`src/rtl/riscv_pkg.sv`:
```
// Shared RISC-V constants used by the PC pipeline: default XLEN, reset/bubble PCs and instruction sizes.
package riscv_pkg;
    localparam int unsigned XLEN        = 32;
    localparam int unsigned PC_RESET    = 0;
    localparam int unsigned BUBBLE_PC   = 0;
    localparam int unsigned ILEN_BYTES  = 4;
    localparam int unsigned CILEN_BYTES = 2;
endpackage

```
`src/rtl/pc_stage_reg.sv`:
```
// One PC pipeline stage register (pc, valid, optional is_c under PC_PIPE_RVC_EN).
// Priority each cycle: flush > hold > bubble > load.
module pc_stage_reg #(
    parameter int unsigned XLEN = riscv_pkg::XLEN
) (
    input  logic            clk,
    input  logic            rst_n,
    input  logic            flush_i,
    input  logic            hold_i,
    input  logic            bubble_i,
    input  logic [XLEN-1:0] pc_i,
    input  logic            valid_i,
`ifdef PC_PIPE_RVC_EN
    input  logic            is_c_i,
    output logic            is_c_o,
`endif
    output logic [XLEN-1:0] pc_o,
    output logic            valid_o
);
    import riscv_pkg::*;

    logic [XLEN-1:0] pc_q, pc_d;
    logic            valid_q, valid_d;
`ifdef PC_PIPE_RVC_EN
    logic            is_c_q, is_c_d;
`endif

    // Invalid entries always carry the bubble PC, never a stale value.
    always_comb begin
        pc_d    = pc_q;
        valid_d = valid_q;
`ifdef PC_PIPE_RVC_EN
        is_c_d  = is_c_q;
`endif
        if (flush_i || (!hold_i && bubble_i)) begin
            pc_d    = XLEN'(BUBBLE_PC);
            valid_d = 1'b0;
`ifdef PC_PIPE_RVC_EN
            is_c_d  = 1'b0;
`endif
        end else if (!hold_i) begin
            pc_d    = valid_i ? pc_i : XLEN'(BUBBLE_PC);
            valid_d = valid_i;
`ifdef PC_PIPE_RVC_EN
            is_c_d  = valid_i & is_c_i;
`endif
        end
    end

    always_ff @(posedge clk or negedge rst_n) begin
        if (!rst_n) begin
            pc_q    <= XLEN'(PC_RESET);
            valid_q <= 1'b0;
`ifdef PC_PIPE_RVC_EN
            is_c_q  <= 1'b0;
`endif
        end else begin
            pc_q    <= pc_d;
            valid_q <= valid_d;
`ifdef PC_PIPE_RVC_EN
            is_c_q  <= is_c_d;
`endif
        end
    end

    assign pc_o    = pc_q;
    assign valid_o = valid_q;
`ifdef PC_PIPE_RVC_EN
    assign is_c_o  = is_c_q;
`endif
endmodule

```
`src/rtl/pc_stage_pipeline.sv`:
```
// PC pipeline with per-stage stall/flush, link address for write-back and retired-instruction counter.
// Define PC_PIPE_RVC_EN to carry a compressed-instruction flag per stage (link = pc+2 for RVC).
module pc_stage_pipeline #(
    parameter int unsigned XLEN  = riscv_pkg::XLEN,
    parameter int unsigned DEPTH = 4,
    parameter int unsigned CNT_W = 64
) (
    input  logic                  clk,
    input  logic                  rst_n,
    input  logic [XLEN-1:0]       pc_in,
    input  logic                  pc_valid_in,
`ifdef PC_PIPE_RVC_EN
    input  logic                  is_c_in,
`endif
    input  logic [DEPTH-1:0]      stall,
    input  logic [DEPTH-1:0]      flush,
    output logic [DEPTH*XLEN-1:0] pc_stage,
    output logic [DEPTH-1:0]      valid_stage,
    output logic [XLEN-1:0]       link_wb,
    output logic                  retire,
    output logic [CNT_W-1:0]      instret
);
    import riscv_pkg::*;

    logic [DEPTH-1:0] hold;
    logic [DEPTH-1:0] bubble;
    logic [DEPTH-1:0] valid_src;
    logic [XLEN-1:0]  pc_src [DEPTH];
    logic [XLEN-1:0]  pc_arr [DEPTH];
`ifdef PC_PIPE_RVC_EN
    logic [DEPTH-1:0] is_c_src;
    logic [DEPTH-1:0] is_c_arr;
`endif

    // A stall anywhere downstream freezes this stage; a frozen predecessor feeds a bubble.
    for (genvar i = 0; i < DEPTH; i++) begin : g_stage
        assign hold[i] = |stall[DEPTH-1:i];

        if (i == 0) begin : g_first
            assign bubble[i]    = 1'b0;
            assign pc_src[i]    = pc_in;
            assign valid_src[i] = pc_valid_in;
`ifdef PC_PIPE_RVC_EN
            assign is_c_src[i]  = is_c_in;
`endif
        end else begin : g_rest
            assign bubble[i]    = hold[i-1];
            assign pc_src[i]    = pc_arr[i-1];
            assign valid_src[i] = valid_stage[i-1];
`ifdef PC_PIPE_RVC_EN
            assign is_c_src[i]  = is_c_arr[i-1];
`endif
        end

        pc_stage_reg #(
            .XLEN(XLEN)
        ) u_reg (
            .clk      (clk),
            .rst_n    (rst_n),
            .flush_i  (flush[i]),
            .hold_i   (hold[i]),
            .bubble_i (bubble[i]),
            .pc_i     (pc_src[i]),
            .valid_i  (valid_src[i]),
`ifdef PC_PIPE_RVC_EN
            .is_c_i   (is_c_src[i]),
            .is_c_o   (is_c_arr[i]),
`endif
            .pc_o     (pc_arr[i]),
            .valid_o  (valid_stage[i])
        );

        assign pc_stage[i*XLEN +: XLEN] = pc_arr[i];
    end

`ifdef PC_PIPE_RVC_EN
    assign link_wb = pc_arr[DEPTH-1] +
                     (is_c_arr[DEPTH-1] ? XLEN'(CILEN_BYTES) : XLEN'(ILEN_BYTES));
`else
    assign link_wb = pc_arr[DEPTH-1] + XLEN'(ILEN_BYTES);
`endif

    logic             retire_q, retire_d;
    logic [CNT_W-1:0] instret_q, instret_d;

    // A valid last-stage entry retires when it is replaced rather than held or flushed.
    always_comb begin
        retire_d  = valid_stage[DEPTH-1] & ~hold[DEPTH-1] & ~flush[DEPTH-1];
        instret_d = instret_q + CNT_W'(retire_d);
    end

    always_ff @(posedge clk or negedge rst_n) begin
        if (!rst_n) begin
            retire_q  <= 1'b0;
            instret_q <= '0;
        end else begin
            retire_q  <= retire_d;
            instret_q <= instret_d;
        end
    end

    assign retire  = retire_q;
    assign instret = instret_q;
endmodule
```
`config.mk`:
```
export PLATFORM = sky130hd
export DESIGN_NAME = pc_stage_pipeline
export DESIGN_NICKNAME = d
export VERILOG_FILES = /design/src/rtl/riscv_pkg.sv /design/src/rtl/pc_stage_reg.sv /design/src/rtl/pc_stage_pipeline.sv
export SDC_FILE = /design/constraint.sdc
export NUM_CORES = 1
export LEC_CHECK = 0
export CAP_MARGIN = 10
export CORE_UTILIZATION = 35
export CTS_BUF_LIST = sky130_fd_sc_hd__clkbuf_2
export CTS_CLUSTER_SIZE = 30
export DETAILED_ROUTE_END_ITERATION = 16
export PLACE_DENSITY = 0.68
export SYNTH_ARGS = -nofsm -noshare
export SYNTH_HDL_FRONTEND = slang
export SYNTH_SLANG_ARGS = --single-unit
```
`constraint.sdc`:
```
create_clock -name clk -period 3.3 [get_ports clk]
set_input_delay 0.99 -clock clk [delete_from_list [all_inputs] [get_ports clk]]
set_output_delay 0.99 -clock clk [all_outputs]
set_load 0.03 [all_outputs]
```
Word-level counts from Yosys, hierarchy flattened
Index checks and enable logic that the tools add are counted.
Operators by class
  bitwise gates (word level): 4
  reductions and logical operators: 12
  multiplexer cells: 20
  add/subtract/negate cells: 2
  equal/unequal tests: 4
Operator list (number)
  two-way mux 32 bit: 12
  adder 64 x 1 -> 64 bit: 1
  adder 32 x 3 -> 32 bit, second input constant: 1
  two-way mux 1 bit: 8
  inequality test 2 bit, second input constant: 3
  OR reduction 4 bit: 1
  logical AND 1 bit: 3
  logical NOT 1 bit: 3
  logical OR 1 bit: 3
  OR reduction 3 bit: 1
  bitwise AND 1 bit: 2
  inequality test 2 x 1 -> 1 bit, second input constant: 1
  NOT 1 bit: 2
  OR reduction 2 bit: 1
Word-level totals
  input port bits: 43
  register bits after elaboration: 197
  output and inout bits: 229
  word-level logic and storage cells: 52

Logic depth before layout (Yosys ltp)
  depth in word-level cells: 5
  mapped depth: 9
  gate-level depth less buffers: 8

Hierarchy
Synthesis repeated with hierarchy kept, for this count alone.
Unflattened totals
  cells, all modules: 952
  area total of the unflattened synthesis: 9877.0 sq um
By module, submodules not included
  pc_stage_reg: sequential area each 825.8 sq um, cells an instance 149, area each 1574.0 sq um, instances 4
  pc_stage_pipeline: sequential area each 1626.6 sq um, cells an instance 356, area each 3580.9 sq um, instances 1

Worst setup path before layout
No wires, ideal clock.
  path type: register to output
  start point: register g_stage[3].u_reg.pc_q[2]
  end point: output port link_wb[26]
  arrival: 2.272 ns
  path buffers: 1
  stages on the path, launching flop included: 8
  path slack: 0.038 ns
  data required time: 2.310 ns
  path through: dfrtp_1 > ha_1 > and4_1 > and2_1 > clkbuf_1 > nor3b_1 > nand2_1 > xnor2_1
Between the ends
  cells in the longest elaborated chain, start to end: 1
Ends and longest elaborated chain
  from (decl): line pc_stage_reg.sv:22  | logic [XLEN-1:0] pc_q, pc_d;
  from (signal assigned): line pc_stage_reg.sv:52  | pc_q <= XLEN'(PC_RESET);
  from (signal assigned): line pc_stage_reg.sv:58  | pc_q <= pc_d;
  adder 32 x 3 -> 32 bit: line pc_stage_pipeline.sv:80  | assign link_wb = pc_arr[DEPTH-1] + XLEN'(ILEN_BYTES);
  to (decl): line pc_stage_pipeline.sv:19  | output logic [XLEN-1:0] link_wb,
No other way between the ends.

Worst setup path in the final report
  start point: register g_stage[3].u_reg.pc_q[18]
  end point: output port link_wb[26]
Same word-level chain as after synthesis.

==> flow_summary.ini <==
[status]
status = complete, but fails checks
violations = negative setup slack

[floorplan]
die_y_um = 156
start_util_pct = 36.0
core_sq_um = 22900
floorplan.rows = 55
die-area_sq_um = 24200
num_io_pins = 272
die_w_um = 156

[cells_and_area]
instances_no_fill = 1300
fill_cells = 1975
drive_above_1_share_pct = 18.3
final_common_cell = clkdlybuf4s50_1
final_cell_mix = clkdlybuf4s50_1, dfrtp_1, a22o_1, buf_4, xnor2_1
nets = 1019
syn_to_final_growth_pct = 49.0

[synthesis]
yosys.area_share.simple_pct = 13.6
synth_nets = 698
ys_warn_count = 0
ys_ff_latch = 197
synth_area_sq_um = 8260
synth.distinct_cells = 38
synthMuxAreaShare_pct = 0
synthAdderAreaFrac_pct = 0.454
synth-compound-area-share_pct = 13.9
synth_top_family_by_area = compound AO/OA/AOI/OAI gates
ys_seq_area_share_pct = 59.7
synth_xor_area_share_pct = 9.54
synthCells = 652
syn_area_per_cell_sq_um = 12.7

[power]
vdd.ir_drop.worst_uv = 204
finalPower_mw = 3.86
power.density_nw_per_um2 = 313
p_leak_nw = 5.61

[timing]
finClkSkew_ns = 0.0412
period_needed_ns = 3.61
worst_pin_slew_ns = 0.781
finalMaxSlewViolations = 0
finalSetupViolations = 17
finalHoldViolations = 0
setup_ws_ns = -0.307
fmax_mhz = 277
max-slew-margin-rel_pct = 47.4
rsz0062_at_grt = true
finalCritPeriodShare_pct = 109

[critical_path]
crit_type = register to primary output
cp-end-kind = primary output
rr_startpoint = g_stage[3].u_reg.valid_o
worstSetupStartpointType = register
cp-endpoint = link_wb[26]
crit_start = g_stage[3].u_reg.pc_o[18]
r2r_cells = 10
arrival_ns = 2.62
path_max_fanout = 4
rr_endpoint = instret[60]
worstPathRequired_ns = 2.31
reg2reg_slack_ns = 0.85

[cts]
htree_levels = 4
clock-root-buffer = clkbuf_2
cts.sinks = 197
clockBufferDepth = 2
cts_tree = yes
cts_buffers = 17
holdBufCountCts = 0
clkTransAtPathRegs_ns = 0.33
clkLatencyLatePin_ns = 0.76

[grt]
grt_max_degree = 108
antenna_found_initial = 1
overflow = 0
grt_pass1_wl_mm = 37.0
grt_use_total_pct = 19.8
grt_pass1_vias = 6472

[placed_design]
place_hpwl_mm = 17.0
portBuffers = 271
place_ws_ns = -0.214
gp_congestion = 0.815
dp_cells = 1244

[detailed_routing]
first_pass_iters = 5
wl_mm = 23.5
via_count = 6610
viasPerCell = 5.08
wl_per_cell_um = 18.1
ant_nets = 0
drc = 0
first_iter_violations = 225

[hold_path]
hold_class = input pin to asynchronous set/reset pin

[flow_run]
maxCapViolCount = 0
layer usage:
layer	vias to the layer above	routed length (um)	global-route usage (%)
met1	3325	9970	25.1
met2	207	11800	33.0
met3	23	1330	5.03
li1	3055	-	-
met5	-	0	0
met4	0	435	6.26
where the power goes:
group	switching, mW	total [mW]	internal [mW]
Clock	0.975	1.24	0.269
Combinational	0.105	0.178	0.0735
Sequential	0.00483	2.43	2.43
how the worst min path moves through the flow:
stage                                           to  slack [ns]                startpoint  depth (start not counted)
after global placement                 instret[63]        0.46               instret[63]                          1
final                     g_stage[0].u_reg.pc_o[9]        0.18                     rst_n                          2
after detailed placement               instret[63]        0.47               instret[63]                          1
after global routing      g_stage[0].u_reg.pc_o[1]         0.1                     rst_n                          2
after CTS                 g_stage[0].u_reg.pc_o[9]        0.15                     rst_n                          2
after floorplan           g_stage[0].u_reg.valid_o        0.46  g_stage[0].u_reg.valid_o                          1
registers in the layout, summed over array words and instances, names as in the netlist:
| register | count |
|---|---|
| instret | 64 |
| g_stage.u_reg.valid_o | 4 |
| retire | 1 |
| g_stage.u_reg.pc_o | 128 |
synthesized netlist by cell type:
cell type  count  area [sq um]
dfrtp_1      197          4930
a22o_1       128          1120
xnor2_1       71           622
nand3_1       38           190
nand2_1       29           109
nand4_1       27           169
clkbuf_1      22          82.6
xor2_1        19           166
and3_1        15          93.8
and4_1        14           123
nor2_1        14          52.6
and2_1        10          62.6
buf_2          7          35.0
buf_4          7          52.6
nor3_1         7          35.0
inv_1          6          22.5
a21o_1         4          30.0
nor2b_1        4          25.0
nor4_1         4          25.0
and3_2         3          22.5
ha_1           3          37.5
and2_2         2          15.0
and4_4         2          22.5
buf_6          2          22.5
nand2b_1       2          12.5
nor3b_1        2          15.0
nor3b_2        2          25.0
and2_0         1          6.26
and3b_1        1          8.76
buf_8          1          15.0
nand3_2        1          10.0
nand4_4        1          21.3
nand4b_1       1          8.76
nor3_4         1          16.3
nor4_2         1          12.5
nor4_4         1          21.3
nor4b_2        1          15.0
or3_1          1          6.26
cells by family after synthesis:
group / Yosys count
and+or+nand+nor: 185
xor gates and xnor gates: 90
AOI/OAI and AO/OA: 132
DFF: 197
buffers and inverters: 45
adders and majority gates: 3
critical path, cell delays in order, from the launching register on:
cell	delay [ns]
dfrtp_2	0.44
and4_2	0.27
nand4_1	0.15
buf_4	0.18
nor3b_4	0.19
buf_6	0.14
nand2_2	0.06
xnor2_2	0.14
buf_4	0.15
buf_12	0.13
final cells by class:
cell class,instances,area (sq um),share of cell area (%)
multi-input cells,410,3310,26.9
flip-flops and latches,197,4940,40.1
well taps,313,392,3.18
clock inverters,15,186,1.51
diodes,1,2.50,0.0203
repair buffers,341,3370,27.4
inverters,6,22.5,0.183
clock buffers,17,85.1,0.691
repair_timing:
action,4_1_cts,5_1_grt
buffers inserted,18,9
pin swaps,14,14
cloned,0,0
setup endpoints to repair,29,28
gates resized for setup,60,46
stage by stage:
step                      utilization (%)  instance area [sq um]  hold WS, ns  TNS, ns
after floorplan                         -                   8260        0.463        0
after global placement               50.8                  11700        0.460    -3.99
after detailed placement             50.8                  11700        0.465    -4.82
after CTS                            52.9                  12100        0.146    -4.20
after global routing                 53.7                  12300       0.0960    -6.66
final                                53.7                  12300        0.182    -3.10
Note: power is estimated with default switching activity, not from simulation.
